## src/rtl/elevator_pkg.sv

```systemverilog
// Constants shared by the elevator front-end and controller: floor count,
// default debounce interval and 7-segment digits for the floor display.
package elevator_pkg;

  localparam int N_FLOORS        = 4;
  localparam int FLOOR_W         = $clog2(N_FLOORS);
  localparam int DEBOUNCE_CYCLES = 500_000;

  // Segment order {g,f,e,d,c,b,a}, active-high
  localparam logic [6:0] SEG_BLANK = 7'h00;
  localparam logic [6:0] SEG_0     = 7'h3F;
  localparam logic [6:0] SEG_1     = 7'h06;
  localparam logic [6:0] SEG_2     = 7'h5B;
  localparam logic [6:0] SEG_3     = 7'h4F;

  typedef logic [N_FLOORS-1:0] floor_mask_t;

  function automatic logic [6:0] floor_to_seg(input logic [FLOOR_W-1:0] floor);
    logic [6:0] seg;
    case (floor)
      2'd0:    seg = SEG_0;
      2'd1:    seg = SEG_1;
      2'd2:    seg = SEG_2;
      2'd3:    seg = SEG_3;
      default: seg = SEG_BLANK;
    endcase
    return seg;
  endfunction

endpackage

```

## src/rtl/button_debouncer.sv

```systemverilog
// One push-button front end: 2-FF synchronizer followed by a stable-level
// debouncer that only follows the input after DEBOUNCE_CYCLES agreeing cycles.
module button_debouncer #(
  parameter int DEBOUNCE_CYCLES = elevator_pkg::DEBOUNCE_CYCLES
) (
  input  logic clk,
  input  logic reset_n,
  input  logic raw,
  output logic level
);

  localparam int CNT_W = $clog2(DEBOUNCE_CYCLES + 1);
  localparam logic [CNT_W-1:0] CNT_LAST = CNT_W'(DEBOUNCE_CYCLES - 1);

  logic             sync1_reg;
  logic             sync2_reg;
  logic             level_reg;
  logic             level_next;
  logic [CNT_W-1:0] cnt_reg;
  logic [CNT_W-1:0] cnt_next;

  // Counter only runs while the synchronized input disagrees with the held level
  always_comb begin
    level_next = level_reg;
    cnt_next   = '0;
    if (sync2_reg != level_reg) begin
      if (cnt_reg == CNT_LAST) begin
        level_next = sync2_reg;
      end else begin
        cnt_next = cnt_reg + CNT_W'(1);
      end
    end
  end

  always_ff @(posedge clk or negedge reset_n) begin
    if (!reset_n) begin
      sync1_reg <= 1'b0;
      sync2_reg <= 1'b0;
      level_reg <= 1'b0;
      cnt_reg   <= '0;
    end else begin
      sync1_reg <= raw;
      sync2_reg <= sync1_reg;
      level_reg <= level_next;
      cnt_reg   <= cnt_next;
    end
  end

  assign level = level_reg;

endmodule

```

## src/rtl/floor_call_panel.sv

```systemverilog
// Hall-call panel: debounced buttons latch pending calls that are held until
// the controller opens the door at that floor.
module floor_call_panel #(
  parameter  int N_FLOORS        = elevator_pkg::N_FLOORS,
  parameter  int DEBOUNCE_CYCLES = elevator_pkg::DEBOUNCE_CYCLES,
  localparam int FLOOR_W         = $clog2(N_FLOORS)
) (
  input  logic                clk,
  input  logic                reset_n,
  input  logic [N_FLOORS-1:0] btn_raw,
  input  logic                door_open,
  input  logic [FLOOR_W-1:0]  current_floor,
  output logic [N_FLOORS-1:0] floor_request,
  output logic [FLOOR_W:0]    pending_count,
  output logic                accept_pulse
);

  logic [N_FLOORS-1:0] db;
  logic [N_FLOORS-1:0] db_d_reg;
  logic [N_FLOORS-1:0] press_reg;
  logic                door_d_reg;
  logic                service_reg;
  logic [FLOOR_W-1:0]  service_floor_reg;
  logic [N_FLOORS-1:0] floor_request_reg;
  logic [N_FLOORS-1:0] floor_request_next;
  logic [FLOOR_W:0]    pending_count_reg;
  logic [FLOOR_W:0]    pending_count_next;
  logic                accept_pulse_reg;
  logic                accept_pulse_next;
  logic [N_FLOORS-1:0] suppress_mask;
  logic [N_FLOORS-1:0] clear_mask;

  generate
    for (genvar gi = 0; gi < N_FLOORS; gi++) begin : g_btn
      button_debouncer #(
        .DEBOUNCE_CYCLES(DEBOUNCE_CYCLES)
      ) u_debouncer (
        .clk    (clk),
        .reset_n(reset_n),
        .raw    (btn_raw[gi]),
        .level  (db[gi])
      );
    end
  endgenerate

  // Press and service edges are both registered so they line up one cycle later
  always_ff @(posedge clk or negedge reset_n) begin
    if (!reset_n) begin
      db_d_reg          <= '0;
      press_reg         <= '0;
      door_d_reg        <= 1'b0;
      service_reg       <= 1'b0;
      service_floor_reg <= '0;
    end else begin
      db_d_reg    <= db;
      press_reg   <= db & ~db_d_reg;
      door_d_reg  <= door_open;
      service_reg <= door_open & ~door_d_reg;
      if (door_open && !door_d_reg) begin
        service_floor_reg <= current_floor;
      end
    end
  end

  // Out-of-range floor numbers match no bit, so they suppress and clear nothing
  always_comb begin
    suppress_mask = '0;
    clear_mask    = '0;
    for (int i = 0; i < N_FLOORS; i++) begin
      if (door_open && (int'(current_floor) == i)) begin
        suppress_mask[i] = 1'b1;
      end
      if (service_reg && (int'(service_floor_reg) == i)) begin
        clear_mask[i] = 1'b1;
      end
    end
  end

  // Clear is applied last so it wins over a coincident set
  always_comb begin
    floor_request_next = (floor_request_reg | (press_reg & ~suppress_mask)) & ~clear_mask;
    pending_count_next = '0;
    for (int i = 0; i < N_FLOORS; i++) begin
      pending_count_next = pending_count_next + (FLOOR_W + 1)'(floor_request_next[i]);
    end
    accept_pulse_next = |(floor_request_next & ~floor_request_reg);
  end

  always_ff @(posedge clk or negedge reset_n) begin
    if (!reset_n) begin
      floor_request_reg <= '0;
      pending_count_reg <= '0;
      accept_pulse_reg  <= 1'b0;
    end else begin
      floor_request_reg <= floor_request_next;
      pending_count_reg <= pending_count_next;
      accept_pulse_reg  <= accept_pulse_next;
    end
  end

  assign floor_request = floor_request_reg;
  assign pending_count = pending_count_reg;
  assign accept_pulse  = accept_pulse_reg;

endmodule
```

## config.mk

```make
export PLATFORM = sky130hd
export DESIGN_NAME = floor_call_panel
export DESIGN_NICKNAME = d
export VERILOG_FILES = /design/src/rtl/elevator_pkg.sv /design/src/rtl/button_debouncer.sv /design/src/rtl/floor_call_panel.sv
export SDC_FILE = /design/constraint.sdc
export NUM_CORES = 1
export LEC_CHECK = 0
export BUFFER_PORTS_ARGS = -buffer_cell sky130_fd_sc_hd__buf_4
export CAP_MARGIN = 20
export CORE_UTILIZATION = 56
export DETAILED_ROUTE_END_ITERATION = 12
export MAX_ROUTING_LAYER = met4
export PLACE_DENSITY = 0.73
export SLEW_MARGIN = 20
export SYNTH_ARGS = -nofsm -noshare
export SYNTH_HDL_FRONTEND = slang
export SYNTH_HIERARCHICAL = 1
export SYNTH_SLANG_ARGS = --single-unit
```

## constraint.sdc

```tcl
create_clock -name clk -period 3.85 [get_ports clk]
set_clock_uncertainty 0.05 [all_clocks]
set_input_delay 0.5775 -clock clk [delete_from_list [all_inputs] [get_ports clk]]
set_output_delay 0.5775 -clock clk [all_outputs]
set_load 0.05 [all_outputs]
```

==> run summary, run 1 <==
Status = completed
Period minus WS final = 2.24 ns
IO buf count = 16
Io pins = 17
HP Class = input port to asynchronous set/reset pin
Die area = 9430 um^2
Antenna Nets Post-Route = 0
Synth top area share = 0.534
Sequential share of the synthesized area = 0.534
Leakage = 2.27 nW
Drt total wl = 8620 um
Nets = 510
Final Hold Fails = 0
Initial antenna violation count = 0
Yosys cell types = 40
DR WL/cell = 14.3 um
Total CTS buffers = 9
DRC Markers = 0
Clk pwr share = 0.321
Syn Nets = 490
Synth Flop Type = dfrtp_1
H-tree Lvls = 3
Hold Buf Count CTS = 0
Core ar. = 8720 um^2
Sw Pwr = 0.421 mW
Clock Root Buffer = clkbuf_8
Synth Area in XOR/XNOR = 0.102
Comb power frac = 0.043
Slew Limit Fails = 0
Design Area, Final = 5440 um^2
Kind of cell adding the most delay to the critical path = compound AO/OA/AOI/OAI gates
Post-synthesis compound-gate area fraction = 0.0573
Grt total ovfl = 0
Crit share post-route = 0.582
Asr flop ratio synth = 1.00
Initial DRC Count = 87
Critical path class = flip-flop to flip-flop
Layout area overhead = 7.41%
Number of synthesized flops with an enable pin = 0
Worst path slowest cell = o41ai_4
Sw Share = 0.228
WP data required = 4.01 ns
Layout cell share with drive strength beyond 1 = 0.109
Post-placement cell area = 5280 um^2
Max FFs per register = 76
Synth Area in Simple Gates = 0.243
Slew @ Worst Pin = 0.993 ns
Placer's final routability congestion estimate = 0.895
Crit start category = flip-flop
RSZ-0062 raised after global routing = no
Vias = 3404
Fillers = 709
CP endpoint kind = flip-flop
Die H = 97.1 um
Resized cells post-CTS = 0
Clk Latency, worst-skew pair = 0.36 ns
Initial Util = 0.581
Pin count of the biggest net entering global routing = 69
Top cells by area, synth = dfrtp_1 (53%), xnor2_1 (8.1%), nor2_1 (5.4%), nand3_1 (3.1%), nor4_1 (2.5%)
Cells after Synth = 474
Pwr dens = 339 nW/um^2
Crit path buf inv count = 0
Avg Inst Size Synth = 10.7 um^2
CTS tree = built
Syn. warnings = 6
Sequential share of power = 0.636
Number of detailed-route iterations in the first pass = 4
Normalized max-slew margin = 0.336
Tot GR Track Use = 0.207
CP max stage delay = 0.94 ns
Row count = 34
Antenna cell count = 0
Max Cap Violations = 0
Post-CTS Setup Bufs = 0
Hpwl dp = 5890 um
Maximum VDD drop = 0.170 mV
Setup tns final = 0 ns
Post-synthesis mux area share = 0.0193
Via-to-Cell Ratio = 5.63
Final setup viols = 0
CP max FO = 17
Vias in the first global route = 3391
Pint = 1.42 mW
First-pass GRT wire length = 15400 um
CTS clk-pin slew, worst paths = 0.09 ns
Data arrival, critical path = 2.40 ns
CTS sink count = 108
Largest family of logic cells by synthesized area = simple AND/OR/NAND/NOR gates
Fmax = 0.446 GHz
Post-route setup slack = 1.61 ns
Die X = 97.1 um
Min Hold Slack = 0.262 ns
Adder-cell share of the synthesized area = 0.0188
Longest Clk Path Bufs = 2
Yosys reg bits = 108
CP cell instances = nor4_1 > nand4_1 > o41ai_4 > nor2_1
Area leader, netlist = dfrtp_1
Mapped cell area = 5060 um^2
Pre-CTS setup slack = 1.35 ns
-- routing by layer --
layer / GRT usage / up-vias / routed length [um]
met3: 0.0540 / 6 / 274
met2: 0.324 / 38 / 4100
li1: - / 1686 / -
met5: - / - / 0
met1: 0.268 / 1674 / 4180
met4: 0.0551 / 0 / 63
-- synthesized netlist by cell type (4+ instances only) --
cell / count
a21oi_1: 14
and2_1: 4
buf_2: 5
dfrtp_1: 108
ha_1: 6
inv_1: 21
mux2_2: 6
nand2_1: 23
nand3_1: 31
nand4_1: 19
nor2_1: 73
nor2b_1: 7
nor3_1: 13
nor4_1: 20
o21ai_0: 10
o41ai_4: 4
or3_1: 10
or4_4: 4
xnor2_1: 47
xor2_1: 12
-- worst reg2reg max path, delay by kind of cell (launching register included) --
family / cells / cell delay (ns)
compound gates: 1 / 0.94
flops: 1 / 0.45
simple gates: 3 / 0.65
-- metrics by stage --
stage | total power, mW | instances | util
floorplan | 1.24 | 474 | -
global route | 1.93 | 605 | 0.624
finish | 1.84 | 605 | 0.624
global placement | 1.27 | 591 | 0.606
detailed placement | 1.28 | 591 | 0.606
CTS | 1.87 | 605 | 0.624
-- final cells by class --
cell class              instances  area, um^2  area share
clock buffers                  11         141      0.0260
clock inverters                 3        15.0     0.00276
well taps                     108         135      0.0248
multi-input cells             336        2230       0.410
repair buffers                 18         135      0.0248
flip-flops and latches        108        2700       0.497
inverters                      21        78.8      0.0145
-- kinds of logic (layout without fill, tap and decap cells) --
family	Yosys count	after routing
simple gates	225	225
flops	108	108
xor+xnor	59	59
compound gates	36	36
buf+inv	30	53
mux	9	9
fa+ha+maj	7	7
-- power by group through the flow --
stage                     clock network, mW  logic, mW  registers [mW]
after floorplan                           0     0.0481            1.19
after global placement                    0     0.0791            1.20
after detailed placement                  0     0.0816            1.20
after CTS                             0.614     0.0821            1.17
after global routing                  0.655     0.0928            1.18
final                                 0.592     0.0790            1.17
-- cell usage in the layout (no fill, tap or decap), types with 4 or more instances in the layout --
cell type    n
nor2_1      73
and2_1       4
nand4_1     19
inv_1       21
o21ai_0     10
xor2_1      12
nand3_1     31
nor2b_1      7
ha_1         6
a21oi_1     14
or4_4        4
nor4_1      20
mux2_2       6
or3_1       10
buf_4       18
o41ai_4      4
dfrtp_1    108
clkbuf_8    10
nand2_1     23
xnor2_1     47
nor3_1      13
-- path summary, 6_finish.rpt --
| path | endpoint | depth (start not counted) | startpoint | slack (ns) |
|---|---|---|---|---|
| hold / removal | db_d_reg[2]$_DFF_PN0_ | 1 | reset_n | 0.26 |
| setup reg to reg | g_btn[2].u_debouncer/cnt_reg[8]$_DFF_PN0_ | 4 | g_btn[2].u_debouncer/cnt_reg[9]$_DFF_PN0_ | 1.61 |
| hold reg to reg | g_btn[0].u_debouncer/sync2_reg$_DFF_PN0_ | 0 | g_btn[0].u_debouncer/sync1_reg$_DFF_PN0_ | 0.31 |
| min in group clk | g_btn[3].u_debouncer/sync1_reg$_DFF_PN0_ | 1 | btn_raw[3] | 0.27 |
| setup / recovery | g_btn[2].u_debouncer/cnt_reg[8]$_DFF_PN0_ | 4 | g_btn[2].u_debouncer/cnt_reg[9]$_DFF_PN0_ | 1.61 |
| max in group asynchronous | g_btn[0].u_debouncer/level$_DFFE_PN0P_ | 2 | reset_n | 2.65 |
Note: power is estimated with default switching activity, not from simulation.
==> run 2, diff against run 1 <==
clock period = 2.27 ns   (was 3.85 ns; I/O delays follow)
==> run 2 against run 1 <==
Power is 77% higher; hold slack worse by 0.23 ns; flip-flop and latch count stayed put; non-clock buffer count is 8 higher; final area is 2.0% higher; sequential share of layout area is 0.99 points lower; routed wire length is 4.0% lower; critical path depth is 1 higher; highest routed layer unchanged; core utilization is 1.3 points higher; fmax is 8.8% higher; cell count is 1.5% higher; critical path type unchanged; global-route usage is 0.62 points lower.
==> run summary, run 2 (synthesis gave the netlist of run 1 again) <==
Status = completed
Period minus WS final = 2.06 ns
Resized cells post-CTS = 0
Number of detailed-route iterations in the first pass = 4
Hold Buf Count CTS = 1
CP max stage delay = 0.58 ns
Slew @ Worst Pin = 0.505 ns
CP max FO = 8
Setup crit start = g_btn[3].u_debouncer/cnt_reg[0]$_DFF_PN0_
Pwr dens = 587 nW/um^2
WP data required = 2.49 ns
Clock Root Buffer = clkbuf_8
Data arrival, critical path = 2.28 ns
Final setup viols = 0
Max Cap Violations = 0
Normalized max-slew margin = 0.663
Fillers = 659
Grt total ovfl = 0
Layout area overhead = 9.58%
Utilization after layout = 0.636
Antenna Nets Post-Route = 0
Die H = 97.1 um
Clk Latency, worst-skew pair = 0.35 ns
Crit share post-route = 0.907
Pin count of the biggest net entering global routing = 70
Critical path class = flip-flop to flip-flop
Longest Clk Path Bufs = 2
Initial antenna violation count = 0
Initial Util = 0.581
Commonest non-fill, non-tap cells in the layout = dfrtp_1 (108), nor2_1 (73), xnor2_1 (47)
Die area = 9430 um^2
RR Endpoint = g_btn[3].u_debouncer/cnt_reg[18]$_DFF_PN0_
Vias in the first global route = 3402
Post-placement cell area = 5350 um^2
First-pass GRT wire length = 15100 um
CP endpoint kind = flip-flop
Post-CTS Setup Bufs = 0
Critical R2R Launch = g_btn[3].u_debouncer/cnt_reg[0]$_DFF_PN0_
RSZ-0062 raised after global routing = no
Via-to-Cell Ratio = 5.56
HP Class = input port to flip-flop
CP cell instances = ha_1 > nand4_4 > or4_4 > or3_1 > a21oi_1
Io pins = 17
Fmax = 0.486 GHz
Worst path slowest cell = or4_4
Layout cell share with drive strength beyond 1 = 0.123
Crit path capture = g_btn[3].u_debouncer/cnt_reg[18]$_DFF_PN0_
Design Area, Final = 5550 um^2
Core ar. = 8720 um^2
Final Hold Fails = 0
Die X = 97.1 um
Leakage = 2.32 nW
Maximum VDD drop = 0.419 mV
Worst r2r path cells = 5
Vias = 3414
Total power draw = 3.26 mW
Total CTS buffers = 9
Antenna cell count = 0
Max FFs per register = 76
CTS sink count = 108
Crit start category = flip-flop
H-tree Lvls = 3
IO buf count = 16
Nets = 518
Commonest non-fill, non-tap cell in the layout = dfrtp_1
Drt total wl = 8280 um
Row count = 34
DR WL/cell = 13.5 um
CTS clk-pin slew, worst paths = 0.10 ns
FF-to-FF setup slack = 0.21 ns
CTS tree = built
Initial DRC Count = 147
Slew Limit Fails = 0
Hpwl dp = 5900 um
Placer's final routability congestion estimate = 0.852
Setup tns final = 0 ns
DRC Markers = 0
Tot GR Track Use = 0.200
==> run 2: final cells by class <==
type	count	area, um^2	area share
timing repair buffer	26	210	0.0379
sequential	108	2700	0.487
clock buffer	11	141	0.0255
multi-input combinational	336	2230	0.402
tap	108	135	0.0243
inverter	21	78.8	0.0142
clock inverter	4	50.0	0.00902
==> run 2: worst max-delay path, delay by kind of cell (launching register included) <==
family | cells | cell delay, ns
AO/OA/AOI/OAI | 1 | 0.15
adder cells (fa/ha/maj) | 1 | 0.27
flip-flops | 1 | 0.42
AND/OR/NAND/NOR | 3 | 1.09
==> run 2: worst min path at each step <==
| stage | startpoint | endpoint | slack, ns | cells past startpoint |
|---|---|---|---|---|
| 2_1_floorplan | reset_n | accept_pulse$_DFF_PN0_ | -0.005 | 0 |
| 3_3_place_gp | g_btn[1].u_debouncer/sync1_reg$_DFF_PN0_ | g_btn[1].u_debouncer/sync2_reg$_DFF_PN0_ | 0.28 | 0 |
| 3_5_place_dp | g_btn[1].u_debouncer/sync1_reg$_DFF_PN0_ | g_btn[1].u_debouncer/sync2_reg$_DFF_PN0_ | 0.28 | 0 |
| 4_1_cts | btn_raw[1] | g_btn[1].u_debouncer/sync1_reg$_DFF_PN0_ | 0.01 | 1 |
| 5_1_grt | btn_raw[1] | g_btn[1].u_debouncer/sync1_reg$_DFF_PN0_ | 0.02 | 1 |
| 6_report | btn_raw[1] | g_btn[1].u_debouncer/sync1_reg$_DFF_PN0_ | 0.04 | 1 |
==> run 2: layer usage <==
layer | GRT usage | wire length, um | up-vias
met3 | 0.0432 | 271 | 10
met2 | 0.309 | 3830 | 35
met5 | - | 0 | -
li1 | - | - | 1713
met4 | 0.0551 | 70 | 0
met1 | 0.271 | 4110 | 1656
==> run 2: stage by stage <==
stage / hold slack [ns] / setup WS, ns / std cells
floorplan: -0.00509 / 0.241 / 474
global placement: 0.284 / 0.0703 / 598
detailed placement: 0.285 / 0.0390 / 598
CTS: 0.0145 / 0.196 / 614
global route: 0.0155 / 0.0893 / 614
finish: 0.0365 / 0.211 / 614
==> run 2: where the power goes <==
group | switching (mW) | internal, mW | total [mW] | leakage [nW]
combinational | 0.0878 | 0.0568 | 0.145 | 0.759
sequential | 0.0357 | 1.95 | 1.99 | 1.47
clock | 0.589 | 0.533 | 1.12 | 0.0914
==> run 3, diff against run 2 <==
BUFFER_PORTS_ARGS = not set   (was -buffer_cell sky130_fd_sc_hd__buf_4)
CORE_UTILIZATION = 55   (was 56)
DONT_BUFFER_PORTS = 1   (was not set)
PLACE_DENSITY = 0.7   (was 0.73)
TNS_END_PERCENT = 100   (was not set)
==> run 3 against run 2 <==
The flow now finishes with violations (design-rule violations, negative hold slack); via count barely moved; worst setup slack improved by 0.0034 ns; hold slack got worse by 0.41 ns; clock-buffer cell count rose by 2; largest power group unchanged; non-clock buffer count fell by 10; critical path depth did not move; combinational power fell by 32%; critical path type unchanged; sequential share of layout area rose by 0.83 points.
==> run summary, run 3 (synthesis gave the netlist of run 1 again) <==
Status = complete, but fails checks
Violated checks = design-rule violations, negative hold slack
CTS sink count = 108
CTS tree = built
Longest Clk Path Bufs = 2
Layout area overhead = 7.76%
Core ar. = 8810 um^2
Total CTS buffers = 9
Post-Place Cells = 584
Data arrival, critical path = 2.28 ns
Die H = 98.0 um
Initial DRC Count = 172
H-tree Lvls = 3
Critical path class = flip-flop to flip-flop
Commonest non-fill, non-tap cell in the layout = dfrtp_1
Final setup viols = 0
Hpwl dp = 6040 um
Crit share post-route = 0.906
Maximum VDD drop = 0.457 mV
Nets = 508
Highest routed metal layer = met4
Number of detailed-route iterations in the first pass = 8
CP endpoint kind = flip-flop
Initial antenna violation count = 0
HP Class = input port to asynchronous set/reset pin
Fillers = 716
Vias = 3411
Met2 wire len = 4160 um
Pwr dens = 579 nW/um^2
Die area = 9600 um^2
Layout cell share with drive strength beyond 1 = 0.0949
First-pass GRT wire length = 15500 um
Clk Latency, worst-skew pair = 0.36 ns
Tot GR Track Use = 0.208
Hold Buf Count CTS = 5
Placer's final routability congestion estimate = 0.823
Die X = 98.0 um
Critical R2R Launch = g_btn[2].u_debouncer/cnt_reg[0]$_DFF_PN0_
Non-filler cells, final = 603
Max Cap Violations = 0
Resized cells post-CTS = 0
Met1 Routed Length = 4380 um
Setup crit start = g_btn[2].u_debouncer/cnt_reg[0]$_DFF_PN0_
Antenna cell count = 0
Fmax = 0.486 GHz
Commonest non-fill, non-tap cells in the layout = dfrtp_1 (108), nor2_1 (73), xnor2_1 (47)
Io pins = 17
Setup tns final = 0 ns
Total power draw = 3.16 mW
Via-to-Cell Ratio = 5.66
Worst r2r path cells = 5
Pre-CTS setup slack = 0.144 ns
Initial Util = 0.575
Row count = 34
Drt total wl = 8870 um
Post-CTS Setup Bufs = 0
Max FFs per register = 76
DR WL/cell = 14.7 um
Multi-input gate area = 2230 um^2
Period minus WS final = 2.06 ns
Pin count of the biggest net entering global routing = 109
Leakage = 2.26 nW
Antenna Nets Post-Route = 0
RSZ-0062 raised after global routing = no
Post-route setup slack = 0.214 ns
DRC Markers = 2
Clock Root Buffer = clkbuf_8
Register area = 2700 um^2
Normalized max-slew margin = 0.657
WP data required = 2.50 ns
IO buf count = 0
Slew @ Worst Pin = 0.515 ns
Crit start category = flip-flop
CTS clk-pin slew, worst paths = 0.09 ns
Final Hold Fails = 108
CP max FO = 8
Met3 WL = 262 um
Min Hold Slack = -0.376 ns
Vias in the first global route = 3297
Grt total ovfl = 0
Slew Limit Fails = 0
-- run 3: cell types whose count changed in the layout (fill, tap and decap cells not counted) --
cell	delta
clkinvlp_4	-1
buf_12	-1
dlygate4sd3_1	+4
buf_4	-13
clkbuf_8	+2
bufinv_16	-1
clkinv_2	-1
-- run 3: worst paths after layout --
kind / end / slack [ns]
worst max-delay path: g_btn[2].u_debouncer/cnt_reg[16]$_DFF_PN0_ / 0.21
worst min-delay path: g_btn[0].u_debouncer/cnt_reg[15]$_DFF_PN0_ / -0.38
worst max register to register: g_btn[2].u_debouncer/cnt_reg[16]$_DFF_PN0_ / 0.21
worst min register to register: g_btn[0].u_debouncer/sync2_reg$_DFF_PN0_ / 0.30
max in group asynchronous: g_btn[2].u_debouncer/cnt_reg[14]$_DFF_PN0_ / 2.39
min in group clk: service_floor_reg[1]$_DFFE_PN0P_ / 0.09
-- run 3: worst max-delay path, cell delays in order, from the launching register on --
cell     delay (ns)
dfrtp_1        0.41
ha_1           0.27
nand4_4        0.19
or4_4          0.59
or3_1          0.32
a21oi_1        0.16
-- run 3: per-layer routing --
metal | up-vias | global-route usage
met5 | - | -
met4 | 0 | 0.0490
met3 | 10 | 0.0458
met2 | 42 | 0.322
met1 | 1672 | 0.283
li1 | 1687 | -
-- run 3: power by group --
part           internal (mW)  total (mW)  switching (mW)
Sequential              1.95        1.99          0.0365
Clock                  0.479        1.07           0.591
Combinational         0.0494      0.0989          0.0494
-- run 3: final cells by class --
| cell class | instances | share of cell area |
|---|---|---|
| Inverter | 21 | 0.0144 |
| Timing Repair Buffer | 16 | 0.0243 |
| Clock inverter | 1 | 0.00138 |
| Sequential cell | 108 | 0.495 |
| Clock buffer | 13 | 0.0309 |
| Tap cell | 108 | 0.0248 |
| Multi-Input combinational cell | 336 | 0.409 |
-- run 3: metrics by stage --
stage | area, um^2 | utilization | hold WS [ns]
2_1_floorplan | 5060 | - | -0.00509
3_3_place_gp | 5230 | 0.594 | -0.00244
3_5_place_dp | 5230 | 0.594 | -0.00217
4_1_cts | 5460 | 0.620 | -0.408
5_1_grt | 5460 | 0.620 | -0.410
6_report | 5460 | 0.620 | -0.376
